==> src/rtl/arb_pkg.sv <==
// ---------------------------------------------------------------------------
// arb_pkg
// Shared types and default sizing for the round-robin / priority arbiter.
//   arb_state_e : arbiter FSM encoding (IDLE, GRANT, RELEASE)
//   N_DEF       : default number of requesters
//   IDW_DEF     : default width of the grant index
// ---------------------------------------------------------------------------
package arb_pkg;

    typedef enum logic [1:0] {
        IDLE    = 2'b00,
        GRANT   = 2'b01,
        RELEASE = 2'b10
    } arb_state_e;

    localparam int N_DEF   = 32'sd6;
    localparam int IDW_DEF = 32'sd3;

endpackage

==> src/rtl/prio_pick.sv <==
// ---------------------------------------------------------------------------
// prio_pick
// Purely combinational masked priority encoder used by rr_prio_arbiter.
//   req       [N-1:0]   : request vector
//   ptr       [IDW-1:0] : round-robin start index (searched first, downward)
//   mode                : 0 = highest set index wins, 1 = round-robin from ptr
//   winner    [IDW-1:0] : index of the selected requester (0 when none)
//   any_valid           : at least one request is set
// ---------------------------------------------------------------------------
module prio_pick
    import arb_pkg::*;
#(
    parameter int N   = N_DEF,
    parameter int IDW = IDW_DEF
) (
    input  logic [N-1:0]   req,
    input  logic [IDW-1:0] ptr,
    input  logic           mode,
    output logic [IDW-1:0] winner,
    output logic           any_valid
);

    logic           found_s;
    logic [IDW-1:0] idx_s;
    int             pos_s;

    // Any request present.
    always_comb begin
        any_valid = |req;
    end

    // Winner search: ascending scan keeps the last (highest) hit in fixed mode;
    // in round-robin mode scan downward from ptr with wrap 0 -> N-1, first hit wins.
    always_comb begin
        winner  = {IDW{1'b0}};
        found_s = 1'b0;
        idx_s   = {IDW{1'b0}};
        pos_s   = 32'sd0;
        if (mode == 1'b0) begin
            for (int i = 32'sd0; i < N; i++) begin
                idx_s = IDW'(i);
                if (req[idx_s]) begin
                    winner = idx_s;
                end else begin
                    winner = winner;
                end
            end
        end else begin
            for (int i = 32'sd0; i < N; i++) begin
                pos_s = int'(ptr) - i;
                if (pos_s < 32'sd0) begin
                    pos_s = pos_s + N;
                end else begin
                    pos_s = pos_s;
                end
                idx_s = IDW'(pos_s);
                if (!found_s && req[idx_s]) begin
                    winner  = idx_s;
                    found_s = 1'b1;
                end else begin
                    found_s = found_s;
                end
            end
        end
    end

endmodule

==> src/rtl/rr_prio_arbiter.sv <==
// ---------------------------------------------------------------------------
// rr_prio_arbiter
// Grants a shared downstream unit to one of N requesters at a time, using
// either fixed priority (highest index) or round-robin selection. The grant
// is registered, held until done or the owner drops its request, and followed
// by one dead RELEASE cycle. Optional build macro ARB_TIMEOUT_EN caps the
// grant length at MAX_HOLD cycles and adds the timeout output.
//   clk     : system clock, rising edge
//   rst_b   : asynchronous active-low reset
//   req     : request vector, bit k = requester k
//   done    : owner finished (only meaningful in GRANT)
//   mode    : 0 = fixed priority, 1 = round-robin (sampled in IDLE)
//   gnt     : one-hot registered grant
//   gnt_id  : binary index of the granted requester
//   gnt_v   : grant valid (equals |gnt)
//   busy    : high in GRANT and RELEASE
//   timeout : (ARB_TIMEOUT_EN only) high for a RELEASE caused by expiry
// ---------------------------------------------------------------------------
module rr_prio_arbiter
    import arb_pkg::*;
#(
    parameter int N   = N_DEF,
    parameter int IDW = IDW_DEF
`ifdef ARB_TIMEOUT_EN
    ,
    parameter int MAX_HOLD = 32'sd15
`endif
) (
    input  logic           clk,
    input  logic           rst_b,
    input  logic [N-1:0]   req,
    input  logic           done,
    input  logic           mode,
    output logic [N-1:0]   gnt,
    output logic [IDW-1:0] gnt_id,
    output logic           gnt_v,
`ifdef ARB_TIMEOUT_EN
    output logic           timeout,
`endif
    output logic           busy
);

    localparam logic [N-1:0] ONE_HOT_BASE = {{(N-1){1'b0}}, 1'b1};
    localparam logic [IDW-1:0] LAST_IDX   = IDW'(N - 32'sd1);

    arb_state_e     state_r;
    logic [IDW-1:0] ptr_r;
    logic [IDW-1:0] winner_s;
    logic           any_valid_s;
    logic           owner_req_s;
    logic           release_s;
`ifdef ARB_TIMEOUT_EN
    localparam logic [IDW+1:0] HOLD_LAST = (IDW+2)'(MAX_HOLD - 32'sd1);
    logic [IDW+1:0] hold_cnt_r;
    logic           expire_s;
`endif

    prio_pick #(
        .N   (N),
        .IDW (IDW)
    ) u_prio_pick (
        .req       (req),
        .ptr       (ptr_r),
        .mode      (mode),
        .winner    (winner_s),
        .any_valid (any_valid_s)
    );

    // The owner still requests when its own bit is set in req.
    always_comb begin
        owner_req_s = |(req & gnt);
    end

`ifdef ARB_TIMEOUT_EN
    // Expiry fires on the last allowed GRANT cycle so the grant lasts MAX_HOLD cycles.
    always_comb begin
        if (state_r == GRANT) begin
            expire_s = (hold_cnt_r == HOLD_LAST);
        end else begin
            expire_s = 1'b0;
        end
    end

    // Any single cause ends the grant; coincident causes still give one release.
    always_comb begin
        release_s = done | ~owner_req_s | expire_s;
    end
`else
    // done and a dropped request share one release path, so coincident causes give one release.
    always_comb begin
        release_s = done | ~owner_req_s;
    end
`endif

    // Arbiter FSM with all registered outputs and the round-robin pointer.
    always_ff @(posedge clk or negedge rst_b) begin
        if (!rst_b) begin
            state_r    <= IDLE;
            ptr_r      <= {IDW{1'b0}};
            gnt        <= {N{1'b0}};
            gnt_id     <= {IDW{1'b0}};
            gnt_v      <= 1'b0;
            busy       <= 1'b0;
`ifdef ARB_TIMEOUT_EN
            hold_cnt_r <= {(IDW+2){1'b0}};
            timeout    <= 1'b0;
`endif
        end else begin
            case (state_r)
                IDLE: begin
                    if (any_valid_s) begin
                        state_r <= GRANT;
                        gnt     <= ONE_HOT_BASE << winner_s;
                        gnt_id  <= winner_s;
                        gnt_v   <= 1'b1;
                        busy    <= 1'b1;
                        // Just-served requester becomes lowest priority next round.
                        if (mode) begin
                            ptr_r <= (winner_s == {IDW{1'b0}}) ? LAST_IDX
                                                              : winner_s - {{(IDW-1){1'b0}}, 1'b1};
                        end else begin
                            ptr_r <= ptr_r;
                        end
`ifdef ARB_TIMEOUT_EN
                        hold_cnt_r <= {(IDW+2){1'b0}};
`endif
                    end else begin
                        state_r <= IDLE;
                    end
                end
                GRANT: begin
                    if (release_s) begin
                        state_r <= RELEASE;
                        gnt     <= {N{1'b0}};
                        gnt_v   <= 1'b0;
`ifdef ARB_TIMEOUT_EN
                        timeout <= expire_s;
`endif
                    end else begin
                        state_r <= GRANT;
`ifdef ARB_TIMEOUT_EN
                        hold_cnt_r <= hold_cnt_r + {{(IDW+1){1'b0}}, 1'b1};
`endif
                    end
                end
                RELEASE: begin
                    // gnt_id deliberately keeps the last owner through the dead cycle.
                    state_r <= IDLE;
                    busy    <= 1'b0;
`ifdef ARB_TIMEOUT_EN
                    timeout <= 1'b0;
`endif
                end
                default: begin
                    state_r <= IDLE;
                    gnt     <= {N{1'b0}};
                    gnt_id  <= {IDW{1'b0}};
                    gnt_v   <= 1'b0;
                    busy    <= 1'b0;
`ifdef ARB_TIMEOUT_EN
                    timeout <= 1'b0;
`endif
                end
            endcase
        end
    end

endmodule

==> config.mk <==
export PLATFORM = sky130hd
export DESIGN_NAME = rr_prio_arbiter
export DESIGN_NICKNAME = d
export VERILOG_FILES = /design/src/rtl/arb_pkg.sv /design/src/rtl/prio_pick.sv /design/src/rtl/rr_prio_arbiter.sv
export SDC_FILE = /design/constraint.sdc
export NUM_CORES = 1
export LEC_CHECK = 0
export CAP_MARGIN = 10
export CORE_MARGIN = 2
export CORE_UTILIZATION = 50
export DETAILED_ROUTE_END_ITERATION = 12
export MAX_ROUTING_LAYER = met4
export PLACE_DENSITY = 0.76
export SYNTH_ARGS = -nofsm -noshare
export SYNTH_HDL_FRONTEND = slang
export SYNTH_HIERARCHICAL = 1
export SYNTH_SLANG_ARGS = --single-unit
==> constraint.sdc <==
create_clock -name clk -period 3.3 [get_ports clk]
set_input_delay 0.66 -clock clk [delete_from_list [all_inputs] [get_ports clk]]
set_output_delay 0.66 -clock clk [all_outputs]
set_load 0.01 [all_outputs]
## Yosys cells after proc, flatten, opt, wreduce, memory -nomap -nowiden

Index checks and enable logic that the tools add are counted.

| operators by class | value |
|---|---|
| add/subtract/negate cells | 12 |
| magnitude comparators | 12 |
| eq/ne operators | 4 |
| shifts and indexed selects | 1 |
| mux-type cells | 59 |
| bitwise gates (word level) | 6 |
| reduce and logical (&&, ||, !) cells | 19 |

Operator list:

| operator | number |
|---|---|
| 3-bit two-way mux | 23 |
| 3-bit by 4-bit less-than comparator with 1-bit output, second input constant | 6 |
| 4-bit by 1-bit less-than comparator with 1-bit output, second input constant | 5 |
| 1-bit two-way mux | 20 |
| 1-bit binary-select mux with 3-bit select | 6 |
| 6-bit case mux with 3 select lines | 1 |
| 3-bit by 2-bit adder with 3-bit output, second input constant | 5 |
| 6-bit two-way mux | 2 |
| 6-bit OR reduction | 2 |
| 3-bit by 2-bit subtractor with 4-bit output, second input constant | 2 |
| 3-bit by 3-bit subtractor with 4-bit output, second input constant | 2 |
| 6-bit AND | 1 |
| 2-bit two-way mux | 3 |
| 3-bit case mux with 2 select lines | 1 |
| 3-bit AND reduction | 2 |
| 1-bit by 3-bit << shifter with 6-bit output, first input constant | 1 |
| 1-bit logical AND | 5 |
| 1-bit logical NOT | 5 |
| 2-bit != test, second input constant | 2 |
| 1-bit inverter | 4 |
| 2-bit case mux with 2 select lines | 1 |
| 2-bit AND reduction | 2 |
| 3-bit by 1-bit subtractor with 4-bit output, second input constant | 1 |
| 3-bit adder, second input constant | 1 |
| other kinds (10) | 10 |

| word-level totals | value |
|---|---|
| register bits | 16 |
| bits of input ports | 10 |
| output and inout port bits | 11 |

## Longest topological paths before layout

Gate-level depths: netlist of run 1.

| logic depth | value |
|---|---|
| depth in word-level cells | 30 |
| gate-level depth with buffers | 16 |

## Modules after synthesis

Netlist of run 1, hierarchy kept.

Modules (own cells, without submodules):

| module | instances | cells each | area each (µm²) | seq. area each (µm²) |
|---|---|---|---|---|
| prio_pick | 1 | 114 | 880.8 | 0.0 |
| rr_prio_arbiter | 1 | 68 | 808.3 | 400.4 |

## Worst setup path after synthesis of run 1

OpenSTA, ideal clock, no wires.

| path | value |
|---|---|
| path kind | reg2reg |
| start point | register ptr_r[0] |
| end point | register ptr_r[2] |
| library setup time | 0.083 ns |
| data arrival time | 3.272 ns |
| required time | 3.217 ns |
| slack | -0.055 ns |
| cell stages (with the launch flop) | 15 |
| path buffers | 3 |
| period minus slack after synthesis | 3.355 ns |
| cell sequence | dfrtp_1 buf_6 buf_6 inv_1 ha_1 buf_6 a2111oi_1 and2b_1 or4b_1 a31oi_1 o21bai_1 a31oi_1 nor2_1 ha_1 o21ai_0 |

| between the ends | value |
|---|---|
| longest elaborated chain between the ends | 29 |
| elaborated cells on any way between the ends | 71 |

Ends and longest elaborated chain:

| item | line | source |
|---|---|---|
| start: declaration | rr_prio_arbiter.sv:47 | `logic [IDW-1:0] ptr_r;` |
| start signal: assignment | rr_prio_arbiter.sv:99 | `ptr_r <= {IDW{1'b0}};` |
| start signal: assignment | rr_prio_arbiter.sv:119 | `ptr_r <= (winner_s == {IDW{1'b0}}) ? LAST_IDX` |
| start signal: assignment | rr_prio_arbiter.sv:122 | `ptr_r <= ptr_r;` |
| branches (longest 25 deep; another with 3-bit by 1-bit subtractor with 4-bit output) | -- |  |
| 3-bit two-way mux (*) | prio_pick.sv:57 | `if (!found_s && req[idx_s]) begin` |
| 3-bit two-way mux (*) | prio_pick.sv:39 | `if (mode == 1'b0) begin` |
| named net winner_s[1] | rr_prio_arbiter.sv:48 | `logic [IDW-1:0] winner_s;` |
| 3-bit by 1-bit subtractor with 3-bit output or 3-bit logical NOT (tied branches) | rr_prio_arbiter.sv:120, rr_prio_arbiter.sv:119 |  |
| 3-bit two-way mux (*) | rr_prio_arbiter.sv:119 |  |

Mark *: on every way through the listed nets, which the timed path passes. The select of a mux whose other input is x is not followed.
A chain may end at the register's enable or synchronous reset.

## Final worst setup path of run 1

| path | value |
|---|---|
| start point | register ptr_r[1] |
| end point | register ptr_r[0] |

| between the ends | value |
|---|---|
| longest elaborated chain between the ends | 29 |
| elaborated cells on any way between the ends | 71 |

Ends and longest elaborated chain:

| item | line |
|---|---|
| branches (longest 25 deep; another with 3-bit by 1-bit subtractor with 4-bit output) | -- |
| 3-bit two-way mux (*) | prio_pick.sv:57 |
| 3-bit two-way mux (*) | prio_pick.sv:39 |
| named net winner_s[1] | rr_prio_arbiter.sv:48 |
| 3-bit logical NOT (*) | rr_prio_arbiter.sv:119 |
| 3-bit two-way mux (*) | rr_prio_arbiter.sv:119 |

Marks and branches as above.

==> results of run 1 <==
==> layout make-up <==
class                   instances  area (sq um)  area share (%)
flip-flops and latches         16           402            16.2
repair buffers                 65           561            22.7
clock buffers                   4          36.3            1.47
inverters                      11          43.8            1.77
multi-input cells             149          1370            55.5
well taps                      46          57.6            2.33
==> where the power goes <==
part,internal (W),switching (W),leakage [nW]
registers,0.000280,0.0000694,0.207
clock network,0.0000673,0.0000644,0.0210
logic,0.00126,0.00126,0.884
==> how the worst max path moves through the flow <==
stage / startpoint / endpoint / slack, ps / cells past startpoint
after floorplan: ptr_r[0]$_DFFE_PN0P_ / ptr_r[2]$_DFFE_PN0P_ / 20 / 13
after CTS: req[2] / ptr_r[0]$_DFFE_PN0P_ / 10 / 14
final: ptr_r[1]$_DFFE_PN0P_ / ptr_r[0]$_DFFE_PN0P_ / 50 / 12
after global placement: req[3] / ptr_r[0]$_DFFE_PN0P_ / -280 / 13
after detailed placement: req[3] / ptr_r[0]$_DFFE_PN0P_ / -380 / 13
after global routing: ptr_r[1]$_DFFE_PN0P_ / ptr_r[0]$_DFFE_PN0P_ / -70 / 15
==> cells in the mapped netlist (2+ instances only) <==
cell type / instances / area [sq um]
nand2b_1: 2 / 12.5
buf_2: 2 / 10.0
o22a_1: 2 / 17.5
a21oi_1: 8 / 40.0
o21ai_0: 6 / 30.0
buf_6: 3 / 33.8
and4b_1: 2 / 20.0
a31oi_1: 4 / 25.0
xnor2_1: 3 / 26.3
nor2_1: 16 / 60.1
nand3_1: 3 / 15.0
nor3_1: 5 / 25.0
nor2b_1: 3 / 18.8
o32ai_1: 2 / 17.5
o22ai_1: 3 / 18.8
or3_1: 2 / 12.5
nand2_1: 11 / 41.3
inv_1: 11 / 41.3
dfrtp_1: 16 / 400
nor4bb_1: 2 / 20.0
a22o_1: 6 / 52.6
a22oi_1: 4 / 30.0
ha_1: 13 / 163
mux2_4: 2 / 30.0
mux2_2: 5 / 56.3
mux2i_1: 7 / 70.1
==> stage by stage <==
step / hold WS [ps] / util (%) / area [sq um]
6_report: 529 / 75.3 / 2470
5_1_grt: 552 / 75.3 / 2470
4_1_cts: 534 / 68.6 / 2250
3_5_place_dp: 517 / 66.7 / 2190
3_3_place_gp: 491 / 66.7 / 2190
2_1_floorplan: 364 / - / 1700
==> sequential cells by signal, indices dropped and copies added, names as in the netlist <==
| name | flops |
|---|---|
| busy | 1 |
| ptr_r | 3 |
| gnt_id | 3 |
| gnt_v | 1 |
| gnt | 6 |
| state_r | 2 |
==> cells by family after synthesis <==
logic type	Yosys count	synth area share, %
muxes	17	12.7
adders and majority gates	13	9.63
and+or+nand+nor	59	19.8
AOI/OAI and AO/OA	56	26.2
DFF	16	23.7
xor gates and xnor gates	4	2.52
buffers and inverters	17	5.48
==> metal layers <==
metal | vias up | wire [um]
li1 | 821 | -
met5 | - | 0
met4 | 0 | 127
met3 | 16 | 351
met2 | 78 | 2610
met1 | 876 | 2200
==> repair_timing <==
item                                    in CTS  in global routing
gates cloned                                 0                  0
endpoints found under the setup margin       8                 10
pin swaps                                    1                 11
resized for setup                            2                 37
buffers inserted                             1                  6
==> qor.txt, run 1 <==
Synth-to-layout area growth: 46.4%
Synthesized instance count: 182
Worst path max stage delay: 520 ps
Worst Tran Pin Value: 756 ps
Overall power: 0.00299 W
# setup viols final: 0
Max transition margin: 49.4%
DIE HEIGHT: 62.1 um
Pre-antenna DRT Iters: 4
Final hold viol count: 0
Worst hold-check path type: flop to flop
Vias in the first global route: 1671
Hold_sp: busy$_DFFE_PN0P_
First-pass GRT wire length: 7980 um
Slew Viols, Final: 0
Final #Nets: 269
RR Endpoint: ptr_r[0]$_DFFE_PN0P_
Synth Flop Type: dfrtp_1
Post-layout min period: 3250 ps
# port buffers: 20
# DRC: 0
Core area: 0.00328 sq mm
Initial Util: 51.4%
Layout cells sized above 1: 36.3%
Setup TNS: 0 ps
Most common cell after layout, fill and taps aside: buf_4
Clock Tree Root: clkbuf_4
Mapped Nets: 205
Dpl ws: -384 ps
Via Count: 1791
Hold Buf Count CTS: 0
Mean Syn Cell Area: 9.28 sq um
Worst setup margin: 46.0 ps
LEAKAGE: 1.11 nW
Worst setup EP type: flop
Register area share after synthesis: 23.7%
R2R Setup Slk: 50 ps
DIE AREA: 0.00386 sq mm
Post-DRT Antenna Nets: 0
GRT Total Usage: 26.6%
Pwr dens: 1210 mW/mm^2
Inst Count DP: 280
DRT iter0 DRCs: 94
Crit path buffers/inverters: 1
VDD IR max: 0.631 mV
Die width: 62.1 um
Met3 usage: 4.35%
Fin cells: 291
Sequence of cells on the critical path: buf_6 > ha_4 > a2111oi_4 > and2b_1 > or4b_1 > a31oi_1 > o21bai_1 > a31oi_2 > nor2_2 > ha_1 > nor2b_1 > o21ai_0
Clk pin slew, worst setup/hold paths: 100 ps
Outcome: finished, final reports clean
Ant diodes: 0
Total CTS buffers: 3
CTS Sinks: 16
Leading cell types in the layout, fill and taps excluded: 43 x buf_4, 15 x dfrtp_1, 14 x nor2_1, 14 x clkdlybuf4s50_1, 10 x nand2_1
#FFs+latches synth: 16
Critical Path RT: 3470 ps
Clk_lat worst skew: 290 ps
Cell count of the worst hold path: 1
Met1 Track Usage GR: 35.1%
Fillers: 225
Per-cell routed wire length: 18.2 um
Clk buf depth: 2
Row count: 21
Synth warn: 6
Largest delay share family, worst path: compound AO/OA/AOI/OAI gates
Mapped cell area: 0.00169 sq mm
Vias per std cell: 6.15
Setup CP Type: flop to flop
GP Congestion: 0.931
Asr flop ratio synth: 100%
CP Max Fanout: 5
Worst Skew: 4.92 ps
H-tree lvl count: 1
IO Pins: 21
Distinct cells, synth: 65
Fmax: 0.307 GHz
Met2 Usage GRT: 41.7%
Slowest CP cell: or4b_1
Final period util: 98.6%
Largest net degree at the start of global routing: 17
Max_cap viols: 0
CTS tree: yes
Origin of the critical flop-to-flop path: ptr_r[1]$_DFFE_PN0P_
Total wire length: 5280 um
Initial antenna violation count: 0
GRT Max-Usage Layer: met2
DP HPWL: 3680 um
R2R depth: 12
Arrival @ worst endpoint: 3430 ps
GR Overflow Total: 0
Worst Hold Endpoint: busy$_DFFE_PN0P_
EDFF count, synth: 0
Setup crit start kind: flop
Note: power is estimated with default switching activity, not from simulation.
==> inputs of run 2 (changes only) <==
- CORE_UTILIZATION: 50 -> 55
- PLACE_DENSITY: 0.76 -> 0.79
- RECOVER_POWER: default -> 25
- clock period: 3.3 -> 3.4 ns (I/O delays scaled with it)
==> qor.txt, run 2 (synthesis results as in run 1) <==
Outcome: finished, final reports clean
# setup viols final: 0
First-pass GRT wire length: 7670 um
Most common cell after layout, fill and taps aside: buf_4
DIE AREA: 0.00353 sq mm
CP Max Fanout: 9
Largest registers: gnt: 6 flops, gnt_id: 3 flops, ptr_r: 3 flops
Final #Nets: 269
Worst setup EP type: flop
Clk pin slew, worst setup/hold paths: 100 ps
Setup crit end: ptr_r[0]$_DFFE_PN0P_
Worst Tran Pin Value: 764 ps
Per-cell routed wire length: 17.7 um
Arrival @ worst endpoint: 3470 ps
Vias in the first global route: 1585
Initial Util: 56.7%
Final hold viol count: 0
Worst path max stage delay: 570 ps
Largest delay share family, worst path: simple AND/OR/NAND/NOR gates
Post-DRT Antenna Nets: 0
Setup CP Type: flop to flop
Hold Slack: 520 ps
Total CTS buffers: 3
# port buffers: 20
Layout cells sized above 1: 33.5%
Most flops, register: gnt
# DRC: 0
VDD IR max: 0.813 mV
Leading cell types in the layout, fill and taps excluded: 44 x buf_4, 15 x dfrtp_1, 14 x nor2_1, 14 x clkdlybuf4s50_1
R2R depth: 12
Worst Setup SP: ptr_r[0]$_DFFE_PN0P_
Max reg flops: 6
Row count: 20
Setup crit start kind: flop
Sequence of cells on the critical path: inv_1 > ha_2 > buf_4 > or4_1 > o211a_1 > a21o_1 > or3_1 > a31oi_4 > nor2_2 > ha_1 > nor2b_1 > o21ai_0
R2R Setup Slk: 90 ps
Critical Path RT: 3560 ps
Hold_sp: gnt_v$_DFFE_PN0P_
DIE HEIGHT: 59.4 um
Final period util: 97.4%
Fmax: 0.302 GHz
Clock Tree Root: clkbuf_4
Pwr dens: 1170 mW/mm^2
Core area: 0.00298 sq mm
Max transition margin: 48.9%
Fin cells: 278
RR Endpoint: ptr_r[0]$_DFFE_PN0P_
Initial antenna violation count: 0
GR Overflow Total: 0
GRT Total Usage: 29.7%
Pre-antenna DRT Iters: 4
Slowest CP cell: or4_1
Final Util: 80.3%
DRT iter0 DRCs: 117
Worst hold-check path type: flop to flop
Clk_lat worst skew: 290 ps
Ant diodes: 0
Synth-to-layout area growth: 41.6%
Total wire length: 4920 um
DP HPWL: 3680 um
Max_cap viols: 0
GP Congestion: 0.981
Largest net degree at the start of global routing: 17
Setup TNS: 0 ps
Slew Viols, Final: 0
Die width: 59.4 um
Inst Count DP: 270
Origin of the critical flop-to-flop path: ptr_r[0]$_DFFE_PN0P_
Via Count: 1726
H-tree lvl count: 1
Post-layout min period: 3310 ps
Vias per std cell: 6.21
IO Pins: 21
CTS Sinks: 16
LEAKAGE: 1.10 nW
Worst Skew: 4.00 ps
CTS tree: yes
Crit path buffers/inverters: 2
Crit path depth: 12
Clk buf depth: 2
==> run 2: metal layers <==
layer,vias up,track usage (%),routed length (um)
li1,821,-,-
met1,839,41.2,2260
met2,58,44.4,2330
met3,8,4.15,248
met4,0,9.09,77
met5,-,-,0
==> run 2: final cells by class <==
cell class                      count  area [sq um]
Multi-Input combinational cell    149          1320
Fill cell                         176           587
Timing Repair Buffer               65           554
Sequential cell                    16           402
Inverter                           11          41.3
Tap cell                           33          41.3
Clock buffer                        4          36.3
==> run 2: worst min-delay path by stage <==
stage / cells after the start / slack [ps] / to
after global placement: 1 / 490 / gnt_v$_DFFE_PN0P_
after global routing: 1 / 540 / busy$_DFFE_PN0P_
final: 1 / 520 / gnt_v$_DFFE_PN0P_
after CTS: 1 / 520 / gnt_v$_DFFE_PN0P_
after floorplan: 0 / 380 / busy$_DFFE_PN0P_
after detailed placement: 1 / 500 / gnt_v$_DFFE_PN0P_
==> run 2: power breakdown <==
group / switching, W / total [W] / internal, W
Combinational: 0.00117 / 0.00234 / 0.00117
Clock: 0.0000611 / 0.000126 / 0.0000652
Sequential: 0.0000646 / 0.000336 / 0.000272
==> run 2: what timing repair did <==
item	CTS	global route
endpoints found under the setup margin	1	11
gates resized for setup	1	27
buffers inserted	0	4
hold buffers	0	0
pin swaps	0	4
==> run 2: through the flow <==
stage / worst slack [ps] / power (W) / cell area (sq um)
after CTS: 9.49 / 0.00251 / 2230
after floorplan: 45.1 / 0.00165 / 1690
after detailed placement: -293 / 0.00236 / 2190
final: 88.0 / 0.00280 / 2390
after global routing: -29.8 / 0.00300 / 2390
after global placement: -256 / 0.00231 / 2190
